===== src/rtl/rst_seq_pkg.sv =====
// Shared definitions for the reset sequencer: FSM state encoding, reset
// cause codes and a small constant helper used for counter sizing.
package rst_seq_pkg;

    // Sequencer phases: both resets held, peripheral released, all released.
    typedef enum logic [1:0] {
        HOLD = 2'd0,
        GAP  = 2'd1,
        RUN  = 2'd2
    } state_e;

    // Cause of the most recent reset, as reported to the system controller.
    localparam logic [1:0] CAUSE_POR = 2'b00;
    localparam logic [1:0] CAUSE_SW  = 2'b01;
    localparam logic [1:0] CAUSE_WDT = 2'b10;

    // Larger of two integers; used to size the shared phase counter.
    function automatic int max_int(input int a, input int b);
        if (a > b) begin
            return a;
        end else begin
            return b;
        end
    endfunction

endpackage


===== src/rtl/rst_seq_wdt.sv =====
// Watchdog counter for the reset sequencer. Counts only while the system is
// running; any kick or leaving RUN clears it. Only instantiated when the
// top level is built with RST_SEQ_WDT_EN defined.
module rst_seq_wdt #(
    parameter int WDT_CYCLES = 1048576
) (
    input  logic i_clk,
    input  logic i_rst,
    input  logic i_run,
    input  logic i_kick,
    output logic o_expire
);

    localparam int            WDT_W    = $clog2(WDT_CYCLES);
    localparam logic [WDT_W-1:0] WDT_LAST = WDT_W'(WDT_CYCLES - 1);
    localparam logic [WDT_W-1:0] WDT_ONE  = WDT_W'(32'd1);

    logic [WDT_W-1:0] cnt_q;
    logic [WDT_W-1:0] cnt_d;

    // Next count: clear outside RUN or on a kick, otherwise count up and
    // saturate at the terminal value (the sequencer leaves RUN right after).
    always_comb begin
        cnt_d = cnt_q;
        if (!i_run || i_kick) begin
            cnt_d = {WDT_W{1'b0}};
        end else if (cnt_q == WDT_LAST) begin
            cnt_d = cnt_q;
        end else begin
            cnt_d = cnt_q + WDT_ONE;
        end
    end

    // Watchdog count register.
    always_ff @(posedge i_clk) begin
        if (i_rst) begin
            cnt_q <= {WDT_W{1'b0}};
        end else begin
            cnt_q <= cnt_d;
        end
    end

    // A kick in the terminal cycle beats the expiry.
    assign o_expire = i_run && !i_kick && (cnt_q == WDT_LAST);

endmodule


===== src/rtl/rst_seq.sv =====
// Reset sequencer: releases the peripheral reset HOLD_CYCLES after the reset
// source clears, then the core reset STAGE_GAP cycles later. A software
// request (or a watchdog expiry when built with RST_SEQ_WDT_EN) restarts the
// sequence. The cause of the last reset is kept sticky in o_rst_cause.
module rst_seq
    import rst_seq_pkg::*;
#(
    parameter int HOLD_CYCLES = 16,
    parameter int STAGE_GAP   = 8,
    parameter int WDT_CYCLES  = 1048576
) (
    input  logic       i_clk,
    input  logic       i_rst,
    input  logic       i_sw_req,
    output logic       o_sw_ack,
    input  logic       i_wdt_kick,
    output logic       o_rst_periph,
    output logic       o_rst_core,
    output logic [1:0] o_rst_cause
);

    localparam int               CNT_W     = $clog2(max_int(HOLD_CYCLES, STAGE_GAP) + 1);
    localparam logic [CNT_W-1:0] CNT_ZERO  = {CNT_W{1'b0}};
    localparam logic [CNT_W-1:0] CNT_ONE   = CNT_W'(32'd1);
    localparam logic [CNT_W-1:0] HOLD_LAST = CNT_W'(HOLD_CYCLES - 1);
    localparam logic [CNT_W-1:0] GAP_LAST  = CNT_W'(STAGE_GAP - 1);

    state_e           state_q, state_d;
    logic [CNT_W-1:0] cnt_q, cnt_d;
    logic             periph_q, periph_d;
    logic             core_q, core_d;
    logic             ack_q, ack_d;
    logic [1:0]       cause_q, cause_d;
    logic             wdt_expire_s;

`ifdef RST_SEQ_WDT_EN
    logic run_s;

    assign run_s = (state_q == RUN);

    rst_seq_wdt #(
        .WDT_CYCLES(WDT_CYCLES)
    ) u_wdt (
        .i_clk   (i_clk),
        .i_rst   (i_rst),
        .i_run   (run_s),
        .i_kick  (i_wdt_kick),
        .o_expire(wdt_expire_s)
    );
`else
    // Without the watchdog the kick input and timeout have no function.
    logic unused_wdt_s;

    assign unused_wdt_s = i_wdt_kick | (WDT_CYCLES < 2);
    assign wdt_expire_s = 1'b0;
`endif

    // Next-state and next-output logic for the sequencer FSM.
    always_comb begin
        state_d  = state_q;
        cnt_d    = cnt_q;
        periph_d = periph_q;
        core_d   = core_q;
        ack_d    = 1'b0;
        cause_d  = cause_q;
        case (state_q)
            HOLD: begin
                if (cnt_q == HOLD_LAST) begin
                    cnt_d    = CNT_ZERO;
                    periph_d = 1'b0;
                    state_d  = GAP;
                end else begin
                    cnt_d = cnt_q + CNT_ONE;
                end
            end
            GAP: begin
                if (cnt_q == GAP_LAST) begin
                    cnt_d   = CNT_ZERO;
                    core_d  = 1'b0;
                    state_d = RUN;
                end else begin
                    cnt_d = cnt_q + CNT_ONE;
                end
            end
            RUN: begin
                if (i_sw_req) begin
                    ack_d    = 1'b1;
                    cause_d  = CAUSE_SW;
                    periph_d = 1'b1;
                    core_d   = 1'b1;
                    cnt_d    = CNT_ZERO;
                    state_d  = HOLD;
                end else if (wdt_expire_s) begin
                    cause_d  = CAUSE_WDT;
                    periph_d = 1'b1;
                    core_d   = 1'b1;
                    cnt_d    = CNT_ZERO;
                    state_d  = HOLD;
                end else begin
                    cnt_d = cnt_q;
                end
            end
            default: begin
                // Unreachable encoding: fall back to a safe, fully reset state.
                periph_d = 1'b1;
                core_d   = 1'b1;
                cnt_d    = CNT_ZERO;
                state_d  = HOLD;
            end
        endcase
    end

    // State, counter and output registers; i_rst overrides everything.
    always_ff @(posedge i_clk) begin
        if (i_rst) begin
            state_q  <= HOLD;
            cnt_q    <= CNT_ZERO;
            periph_q <= 1'b1;
            core_q   <= 1'b1;
            ack_q    <= 1'b0;
            cause_q  <= CAUSE_POR;
        end else begin
            state_q  <= state_d;
            cnt_q    <= cnt_d;
            periph_q <= periph_d;
            core_q   <= core_d;
            ack_q    <= ack_d;
            cause_q  <= cause_d;
        end
    end

    assign o_rst_periph = periph_q;
    assign o_rst_core   = core_q;
    assign o_sw_ack     = ack_q;
    assign o_rst_cause  = cause_q;

endmodule


===== config.mk =====
export PLATFORM = sky130hd
export DESIGN_NAME = rst_seq
export DESIGN_NICKNAME = d
export VERILOG_FILES = /design/src/rtl/rst_seq_pkg.sv /design/src/rtl/rst_seq_wdt.sv /design/src/rtl/rst_seq.sv
export SDC_FILE = /design/constraint.sdc
export NUM_CORES = 1
export LEC_CHECK = 0
export CAP_MARGIN = 0
export CORE_AREA = 2 2 39 41
export CTS_BUF_LIST = sky130_fd_sc_hd__clkbuf_4 sky130_fd_sc_hd__clkbuf_8
export DETAILED_ROUTE_END_ITERATION = 16
export DIE_AREA = 0 0 41 43
export PLACE_DENSITY = 0.68
export SETUP_SLACK_MARGIN = 0.5
export SYNTH_ARGS = -nofsm -noshare
export SYNTH_HDL_FRONTEND = slang
export SYNTH_SLANG_ARGS = --single-unit

===== constraint.sdc =====
create_clock -name i_clk -period 3.35 [get_ports i_clk]
set_clock_uncertainty 0.15 [all_clocks]
set_input_delay 0.335 -clock i_clk [delete_from_list [all_inputs] [get_ports i_clk]]
set_output_delay 0.335 -clock i_clk [all_outputs]
set_load 0.1 [all_outputs]

==> key figures, run 1 <==
Run
  – Max-cap violation count: 0

GRT
  – Global-route wire length before repair: 1.74 mm
  – Vias in the first global route: 407
  – Largest net degree at the start of global routing: 13
  – All-Layer GR Usage: 14.5%
  – GRT Residual Overflow: 0
  – Antenna violations before repair: 0

Synthesis
  – Largest family of logic cells by synthesized area: simple AND/OR/NAND/NOR gates
  – Synthesized Nets: 72
  – Post-synthesis mux area share: 0%
  – Cells after Synth: 65
  – Yosys warnings: 0
  – Post-Synth Simple-Gate Area: 28.5%
  – Seq/Total Area, Yosys: 37.4%
  – Post-Syn Area: 589 µm²
  – Netlist cell types: 32
  – XOR/XNOR Fraction of Synth Area: 1.49%
  – Compound-Gate Fraction of Synth Area: 18.3%
  – FF+latch count, synth: 11
  – Avg Cell Area, Syn: 9.07 µm²
  – Adder-Cell Fraction of Synth Area: 6.37%

Power
  – PD cells: 382 mW/mm²
  – Peak supply drop: 0.000229 V
  – Pleak: 0.265 nW
  – Internal power: 0.195 mW
  – Sw Ratio: 23.7%
  – Combinational share of power: 7.6%
  – Seq pwr share: 53.6%
  – Switching power: 0.0607 mW
  – Clock Power Share: 38.8%

Layout
  – Synthesis-to-layout area growth: 13.8%
  – Fin cells: 87
  – Antenna cells: 0
  – Nets: 79
  – Fraction of layout cells with a size suffix above 1: 12.7%
  – Multi-input logic area: 325 µm²
  – Most frequent cells in the layout: dfxtp_1 (11), clkdlybuf4s50_1 (6), nor2b_1 (5)
  – Register area: 220 µm²
  – Fill count: 133
  – Commonest non-fill, non-tap cell in the layout: dfxtp_1

Worst setup path
  – Critical path class: flop to output pin
  – CP Capture Type: output pin
  – R2r worst-path depth: 7
  – Crit Path Max Fanout: 3
  – Critical Path Source Type: flop
  – Worst Path Buf+Inv: 1
  – Critical path depth: 1
  – Crit path cell chain: clkdlybuf4s50_1
  – Worst path required time: 2.86 ns
  – Crit-path slowest cell: clkdlybuf4s50_1
  – Data arrival time of the critical path: 1.76 ns
  – Max stage delay on crit path: 1.14 ns
  – Critical path's top delay family: buffers and inverters

Clock network
  – Clk root buf: clkbuf_4
  – CTS Buffer Depth: 2
  – CTS tree: built
  – Htree depth: 1
  – Post-CTS Setup Bufs: 0
  – Num Clock Sinks: 11
  – Clock insertion delay at the later pin of the skew report: 0.27 ns
  – CTS buffer count: 3
  – Post-CTS sizing: 0
  – Cts hold-fix bufs: 0
  – Worst-path clk slew: 0.07 ns

Route
  – WL/cell: 11.7 µm
  – Antenna Nets Post-Route: 0
  – Via density: 5.36
  – Via count: 466
  – First-pass iteration count of the detailed router: 4
  – # DRC: 0
  – WL final: 1.02 mm
  – Initial DRC count: 9

Placement
  – Detail Placement HPWL: 731 µm
  – RePlAce Congestion: 0.750
  – I/O Buffers: 6
  – Placed cells: 83

Floorplan
  – Die height: 43 µm
  – Initial core utilization: 42.6%
  – Die area: 0.00176 mm²
  – Core box area: 0.00138 mm²
  – Width of the die: 41 µm
  – I/O pin count: 9
  – Rows: 14

Timing
  – Final period util: 67.0%
  – Setup TNS: 0 ns
  – Slew @ Worst Pin: 0.961 ns
  – Final setup viols: 0
  – Fin. max-slew vios: 0
  – Hold Vio Cnt, Final: 0
  – Fmax: 0.446 GHz
  – Slew margin rel.: 35.7%
  – RSZ-0062 raised after global routing: no
  – Minimum clock period: 2.24 ns

Worst hold path
  – Hold depth: 1
  – HP Class: flop to flop

Run status
  – Outcome: finished clean
worst paths after layout:
| kind | end | startpoint | slack (ns) |
|---|---|---|---|
| min | o_rst_cause[0] | o_rst_cause[0] | 0.30 |
| max reg2reg | cnt_q[2] | cnt_q[0] | 1.57 |
| max | o_rst_core | o_rst_core | 1.11 |
| min reg2reg | o_rst_cause[0] | o_rst_cause[0] | 0.30 |
synth_stat cells, drive strengths merged:
cell type	count	area, µm²
o21ai	4	20.0
nand3b	1	7.51
a21o	1	7.51
inv	4	15.0
nor2	4	15.0
o21a	2	15.0
conb	1	3.75
and4bb	1	12.5
a21oi	4	23.8
nor4	1	6.26
and4	1	8.76
ha	3	37.5
nand2	2	7.51
nand4bb	1	16.3
or3	1	6.26
and3b	1	8.76
nor2b	5	31.3
dfxtp	11	220
xnor2	1	8.76
a211oi	3	22.5
o21ba	1	10.0
buf	4	28.8
nor3b	1	12.5
a221oi	1	8.76
nor3	4	25.0
nand3	2	10.0
cells by family (layout without fill, tap and decap cells):
family                     Yosys count  count (layout)
AOI/OAI and AO/OA                   16              16
other                                1               1
and+or+nand+nor                     25              25
xor gates and xnor gates             1               1
buffers and inverters                8              14
adders and majority gates            3               3
DFF                                 11              11
metal layers:
layer  vias up  global-route usage, %  share of wire [%]
met5         -                      0                  0
met4         0                   6.00                1.3
met3         2                   3.14                4.6
met2        12                   20.9                 46
met1       208                   20.1                 48
li1        244                      -                  -
flip-flops by register name, indices dropped and copies added, names as in the netlist:
register / count
state_q: 2
o_rst_periph: 1
o_sw_ack: 1
cnt_q: 5
o_rst_cause: 1
o_rst_core: 1
per-stage QoR:
stage	hold slack, ns	power (mW)	utilization, %	area (µm²)	setup slack [ns]
after global routing	0.330	0.269	48.5	671	1.06
after detailed placement	0.290	0.159	46.3	641	1.39
after CTS	0.308	0.259	48.5	671	1.10
after global placement	0.285	0.159	46.3	641	1.41
final	0.302	0.256	48.5	671	1.11
after floorplan	0.321	0.155	-	589	1.71
final cells by class:
type | instances | area share [%]
Clock buffer | 4 | 4.48
Tap cell | 16 | 2.99
Timing Repair Buffer | 6 | 8.96
Inverter | 4 | 2.24
Sequential cell | 11 | 32.8
Multi-Input combinational cell | 46 | 48.5
power groups by stage:
stage                     sequential, mW  clock (mW)  combinational (mW)
final                              0.137      0.0992              0.0194
after floorplan                    0.140           0              0.0159
after global routing               0.138       0.110              0.0209
after global placement             0.140           0              0.0191
after CTS                          0.137       0.102              0.0194
after detailed placement           0.140           0              0.0192
worst reg2reg max path, delay by kind of cell (launching register included):
family / cells / cell delay [ns]
flip-flops: 1 / 0.34
adder cells (fa/ha/maj): 2 / 0.47
buffers and inverters: 1 / 0.05
AND/OR/NAND/NOR: 3 / 0.60
AO/OA/AOI/OAI: 1 / 0.11
Power figures use the tool's default switching activity.
==> run 2: changes to the inputs <==
clock period = 2.35 ns   (was 3.35 ns; I/O delays follow)
==> run 2 against run 1 <==
  * Combinational power grew 45%
  * Power rose by 45%
  * Highest routed layer unchanged
  * Clock-buffer cell count unchanged
  * Sequential power is 43% higher
  * Non-clock buffer count is the same
==> key figures, run 2 (synthesis results as in run 1) <==
Run status
  – Outcome: finished clean (unchanged)

Layout
  – Cell area after layout: 663 µm² (was 671 µm²)
  – Commonest non-fill, non-tap cell in the layout: dfxtp_1 (unchanged)
  – Most flop-heavy register: cnt_q (unchanged)
  – Biggest regs: cnt_q (5), state_q (2) (unchanged)
  – Max reg flops: 5 (unchanged)
  – Antenna cells: 0 (unchanged)
  – Fraction of layout cells with a size suffix above 1: 19.7% (was 12.7%)
  – Nets: 79 (unchanged)
  – Most frequent cells in the layout: dfxtp_1 (11), nor2b_1 (5), nor2_1 (4), clkbuf_4 (4), buf_4 (4) (was dfxtp_1 (11), clkdlybuf4s50_1 (6), nor2b_1 (5))
  – Fill count: 136 (was 133)
  – Synthesis-to-layout area growth: 12.5% (was 13.8%)

Clock network
  – Num Clock Sinks: 11 (unchanged)
  – CTS buffer count: 3 (unchanged)
  – CTS Buffer Depth: 2 (unchanged)
  – CTS tree: built (unchanged)
  – Clock insertion delay at the later pin of the skew report: 0.28 ns (was 0.27 ns)
  – Clk root buf: clkbuf_4 (unchanged)
  – Htree depth: 1 (unchanged)
  – Worst-path clk slew: 0.07 ns (about the same)
  – Cts hold-fix bufs: 0 (unchanged)

Floorplan
  – Initial core utilization: 42.6% (unchanged)
  – Width of the die: 41 µm (unchanged)
  – Core box area: 0.00138 mm² (unchanged)
  – Rows: 14 (unchanged)
  – Die area: 0.00176 mm² (unchanged)
  – I/O pin count: 9 (unchanged)
  – Die height: 43 µm (unchanged)

Worst setup path
  – RR Startpoint: cnt_q[0] (unchanged)
  – Flop2flop setup slack: 0.61 ns (was 1.57 ns)
  – End point of the critical path: cnt_q[2] (was o_rst_core)
  – Crit-path slowest cell: dfxtp_1 (was clkdlybuf4s50_1)
  – Worst path required time: 2.42 ns (was 2.86 ns)
  – Max stage delay on crit path: 0.33 ns (was 1.14 ns)
  – Crit path cell chain: ha_2, nand3_1, inv_1, ha_1, nor2b_1, or3_1, a21oi_2 (was clkdlybuf4s50_1)
  – Critical Path Start: cnt_q[0] (was o_rst_core)
  – Crit Path Max Fanout: 4 (was 3)
  – R2r worst-path depth: 7 (unchanged)
  – Critical Path Source Type: flop (unchanged)
  – Data arrival time of the critical path: 1.81 ns (was 1.76 ns)
  – Worst r2r dst: cnt_q[2] (unchanged)
  – Critical path class: flop to flop (was flop to output pin)
  – CP Capture Type: flop (was output pin)

Route
  – Via density: 5.51 (was 5.36)
  – Initial DRC count: 14 (was 9)
  – WL final: 1.15 mm (was 1.02 mm)
  – First-pass iteration count of the detailed router: 5 (was 4)
  – WL/cell: 13.3 µm (was 11.7 µm)
  – # DRC: 0 (unchanged)
  – Via count: 479 (was 466)
  – Antenna Nets Post-Route: 0 (unchanged)

Placement
  – Placement Cell Area: 631 µm² (was 641 µm²)
  – Detail Placement HPWL: 819 µm (was 731 µm)
  – I/O Buffers: 6 (unchanged)
  – RePlAce Congestion: 0.772 (was 0.750)

Timing
  – Final period util: 74.0%
  – Minimum clock period: 1.74 ns
  – Hold Vio Cnt, Final: 0 (unchanged)
  – Setup TNS: 0 ns (unchanged)
  – Fin. max-slew vios: 0 (unchanged)
  – RSZ-0062 raised after global routing: no (unchanged)
  – Final setup viols: 0 (unchanged)
  – Fmax: 0.575 GHz

Power
  – Peak supply drop: 0.000304 V (was 0.000229 V)
  – Combinational share of power: 7.6% (about the same)
  – Seq pwr share: 52.7% (was 53.6%)
  – Sw Ratio: 24.8% (was 23.7%)
  – Total Power: 0.371 mW (was 0.256 mW)
  – PD cells: 560 mW/mm² (was 382 mW/mm²)
  – Pleak: 0.266 nW (was 0.265 nW)
  – Switching power: 0.0920 mW (was 0.0607 mW)
  – Internal power: 0.279 mW (was 0.195 mW)
  – Clock Power Share: 39.7% (was 38.8%)

GRT
  – Antenna violations before repair: 0 (unchanged)
  – Global-route wire length before repair: 1.86 mm (was 1.74 mm)
  – GRT Residual Overflow: 0 (unchanged)
  – All-Layer GR Usage: 16.9% (was 14.5%)
  – Vias in the first global route: 433 (was 407)
  – Largest net degree at the start of global routing: 13 (unchanged)

Worst hold path
  – HP Class: flop to flop (unchanged)

Run
  – Max-cap violation count: 0 (unchanged)
-- run 2: final cells by class --
type,count,area (µm²),share of cell area [%]
Inverter,4,15.0,2.26
Clock buffer,4,30.0,4.53
Tap cell,16,20.0,3.02
Multi-Input combinational cell,46,328,49.4
Sequential cell,11,220,33.2
Timing Repair Buffer,6,50.0,7.55
-- run 2: what timing repair did --
action | in CTS | in global routing
setup endpoints to repair | 0 | 4
gates resized for setup | 0 | 1
buffers inserted | 0 | 0
-- run 2: stage by stage --
step / instances / worst slack [ns] / hold WS, ns / utilization [%]
after global routing: 87 / 0.500 / 0.351 / 47.9
final: 87 / 0.610 / 0.303 / 47.9
after floorplan: 65 / 0.707 / 0.238 / -
after CTS: 87 / 0.547 / 0.307 / 47.7
after global placement: 83 / 0.589 / 0.287 / 45.6
after detailed placement: 83 / 0.573 / 0.291 / 45.6
-- run 2: worst min-delay path by stage --
| stage | start | to | slack [ns] | cells after the start |
|---|---|---|---|---|
| after floorplan | i_sw_req | o_rst_core | 0.24 | 2 |
| after global placement | o_rst_cause[0] | o_rst_cause[0] | 0.29 | 1 |
| after detailed placement | o_rst_cause[0] | o_rst_cause[0] | 0.29 | 1 |
| after CTS | o_rst_cause[0] | o_rst_cause[0] | 0.31 | 1 |
| after global routing | o_rst_cause[0] | o_rst_cause[0] | 0.35 | 1 |
| final | o_rst_cause[0] | o_rst_cause[0] | 0.30 | 1 |
-- run 2: metal layers --
metal	vias up	wire, µm	track usage (%)
met5	-	0	0
met4	0	44	14.0
met3	5	44	6.28
met2	8	541	25.0
met1	223	523	17.6
li1	243	-	-
-- run 2: critical path: cells and delay by family, from the launching register on --
family / cells / cell delay (ns)
flip-flops: 1 / 0.33
AND/OR/NAND/NOR: 3 / 0.59
adder cells (fa/ha/maj): 2 / 0.44
AO/OA/AOI/OAI: 1 / 0.11
buffers and inverters: 1 / 0.06
-- run 2: power groups by stage --
stage	clock (mW)	sequential [mW]	combinational, mW
floorplan	0	0.199	0.0226
CTS	0.148	0.195	0.0278
global placement	0	0.200	0.0272
global route	0.161	0.196	0.0304
finish	0.147	0.196	0.0281
detailed placement	0	0.200	0.0275
==> run 3: changes to the inputs <==
PLACE_DENSITY = 0.7   (was 0.68)
clock period = 1.6 ns   (was 2.35 ns; I/O delays follow)
==> run 3 against run 2 <==
  * Sequential power increased by 46%
  * Largest cell class unchanged
  * Critical endpoint unchanged
  * Combinational power rose by 130%
  * Hold slack got worse by 0.015 ns
  * Highest routed layer unchanged
==> key figures, run 3 (synthesis results as in run 1) <==
Worst setup path
  – Crit Path Max Fanout: 3 (was 4)
  – Crit-path slowest cell: dfxtp_4 (was dfxtp_1)
  – Crit-path most repeated cell: ha_4
  – Data arrival time of the critical path: 1.64 ns (was 1.81 ns)
  – CP Capture Type: flop (unchanged)
  – Critical Path Source Type: flop (unchanged)
  – Critical path class: flop to flop (unchanged)
  – Crit path cell chain: ha_4, nand3_4, inv_2, ha_4, nor2b_4, or3_1, a21oi_2 (was ha_2, nand3_1, inv_1, ha_1, nor2b_1, or3_1, a21oi_2)
  – Worst path required time: 1.66 ns (was 2.42 ns)
  – Max stage delay on crit path: 0.35 ns (was 0.33 ns)

Clock network
  – Clock insertion delay at the later pin of the skew report: 0.27 ns (was 0.28 ns)
  – Clk root buf: clkbuf_4 (unchanged)
  – Num Clock Sinks: 11 (unchanged)
  – CTS tree: built (unchanged)
  – CTS buffer count: 3 (unchanged)
  – CTS Buffer Depth: 2 (unchanged)
  – Worst-path clk slew: 0.07 ns (about the same)
  – Htree depth: 1 (unchanged)

Timing
  – WHS: 0.287 ns (was 0.303 ns)
  – RSZ-0062 raised after global routing: yes (was no)
  – Fmax: 0.632 GHz (was 0.575 GHz)
  – Final period util: 98.9% (was 74.0%)
  – Minimum clock period: 1.58 ns (was 1.74 ns)
  – Fin. max-slew vios: 0 (unchanged)
  – Final worst slack: 0.0183 ns (was 0.610 ns)
  – Hold Vio Cnt, Final: 0 (unchanged)
  – Final setup viols: 0 (unchanged)

Run
  – Max-cap violation count: 0 (unchanged)

Power
  – Total Power: 0.567 mW (was 0.371 mW)
  – Switching power: 0.144 mW (was 0.0920 mW)
  – Sw Ratio: 25.5% (was 24.8%)
  – Clock Power Share: 37.7% (was 39.7%)
  – Internal power: 0.423 mW (was 0.279 mW)
  – PD cells: 607 mW/mm² (was 560 mW/mm²)
  – Pleak: 0.371 nW (was 0.266 nW)
  – Seq pwr share: 50.7% (was 52.7%)
  – Peak supply drop: 0.000380 V (was 0.000304 V)
  – Combinational share of power: 11.6% (was 7.6%)

Floorplan
  – Rows: 14 (unchanged)
  – Die height: 43 µm (unchanged)
  – Width of the die: 41 µm (unchanged)
  – Core box area: 0.00138 mm² (unchanged)
  – Initial core utilization: 42.6% (unchanged)
  – Die area: 0.00176 mm² (unchanged)
  – I/O pin count: 9 (unchanged)

GRT
  – Largest net degree at the start of global routing: 13 (unchanged)
  – Global-route wire length before repair: 2.45 mm (was 1.86 mm)
  – Antenna violations before repair: 0 (unchanged)
  – GRT Residual Overflow: 0 (unchanged)
  – All-Layer GR Usage: 20.7% (was 16.9%)
  – Vias in the first global route: 546 (was 433)

Layout
  – Antenna cells: 0 (unchanged)
  – Nets: 92 (was 79)
  – Synthesis-to-layout area growth: 58.6% (was 12.5%)
  – Most flop-heavy register: cnt_q (unchanged)
  – Biggest regs: cnt_q (5), state_q (2) (unchanged)
  – Fraction of layout cells with a size suffix above 1: 57.1% (was 19.7%)
  – Max reg flops: 5 (unchanged)
  – Most frequent cells in the layout: buf_4 (9), dfxtp_2 (6), clkbuf_4 (4), buf_12 (4) (was dfxtp_1 (11), nor2b_1 (5), nor2_1 (4), clkbuf_4 (4), buf_4 (4))
  – Commonest non-fill, non-tap cell in the layout: buf_4 (was dfxtp_1)
  – Finished Core Util: 67.5% (was 47.9%)

Route
  – # DRC: 0 (unchanged)
  – WL/cell: 14.7 µm (was 13.3 µm)
  – Via count: 556 (was 479)
  – Antenna Nets Post-Route: 0 (unchanged)
  – First-pass iteration count of the detailed router: 4 (was 5)
  – WL final: 1.47 mm (was 1.15 mm)
  – Initial DRC count: 9 (was 14)
  – Via density: 5.56 (was 5.51)

Worst hold path
  – HP Class: primary input to flop (was flop to flop)

Placement
  – RePlAce Congestion: 0.792 (was 0.772)
  – Detail Placement HPWL: 907 µm (was 819 µm)
  – I/O Buffers: 6 (unchanged)
  – DP Worst Slack: 0.0246 ns (was 0.573 ns)

Run status
  – Outcome: finished clean (unchanged)
## run 3: changes by cell type in the layout (fill, tap and decap cells not counted), sizes merged
cell and change:
buf +13, dlygate4sd2 +1, clkdlybuf4s50 -1
## run 3: metrics by stage
stage               cell area [µm²]  instances  setup TNS [ns]
floorplan                       627         65               0
global placement                733         85               0
detailed placement              733         85               0
CTS                             882         98               0
global route                    935        100         -0.0604
finish                          935        100               0
## run 3: critical path: cells and delay by family, from the launching register on
family / cells / cell delay (ns)
buffers and inverters: 1 / 0.04
AOI/OAI and AO/OA: 1 / 0.11
adders and majority gates: 2 / 0.33
DFF: 1 / 0.35
and+or+nand+nor: 3 / 0.52
## run 3: cell type report
class	count	area, µm²
Fill cell	95	449
Multi-Input combinational cell	46	425
Sequential cell	11	239
Timing Repair Buffer	19	205
Clock buffer	4	30.0
Tap cell	16	20.0
Inverter	4	15.0
## run 3: path summary, 6_finish.rpt
check,startpoint,slack [ns],to,depth (start not counted)
worst min register to register,o_rst_cause[0],0.33,o_rst_cause[0],1
worst max-delay path,cnt_q[0],0.02,cnt_q[2],7
worst max register to register,cnt_q[0],0.02,cnt_q[2],7
worst min-delay path,i_sw_req,0.29,cnt_q[2],4
## run 3: what timing repair did
item                                    CTS  global route
hold buffers                              0             0
gates resized for setup                  14            10
pin swaps                                 4             3
buffers inserted                          9             2
endpoints found under the setup margin   15            14
## run 3: metal layers
layer  wire length [µm]  vias up  GRT usage (%)
li1                   -      270              -
met2                751       10           30.0
met4                 21        0           10.0
met5                  0        -              0
met1                651      272           27.8
met3                 43        4           4.71
## run 3: power by group through the flow
stage	combinational [mW]	clock [mW]	sequential, mW
3_3_place_gp	0.0464	0	0.297
4_1_cts	0.0595	0.211	0.287
3_5_place_dp	0.0495	0	0.297
6_report	0.0656	0.214	0.287
5_1_grt	0.0701	0.225	0.289
2_1_floorplan	0.0358	0	0.295
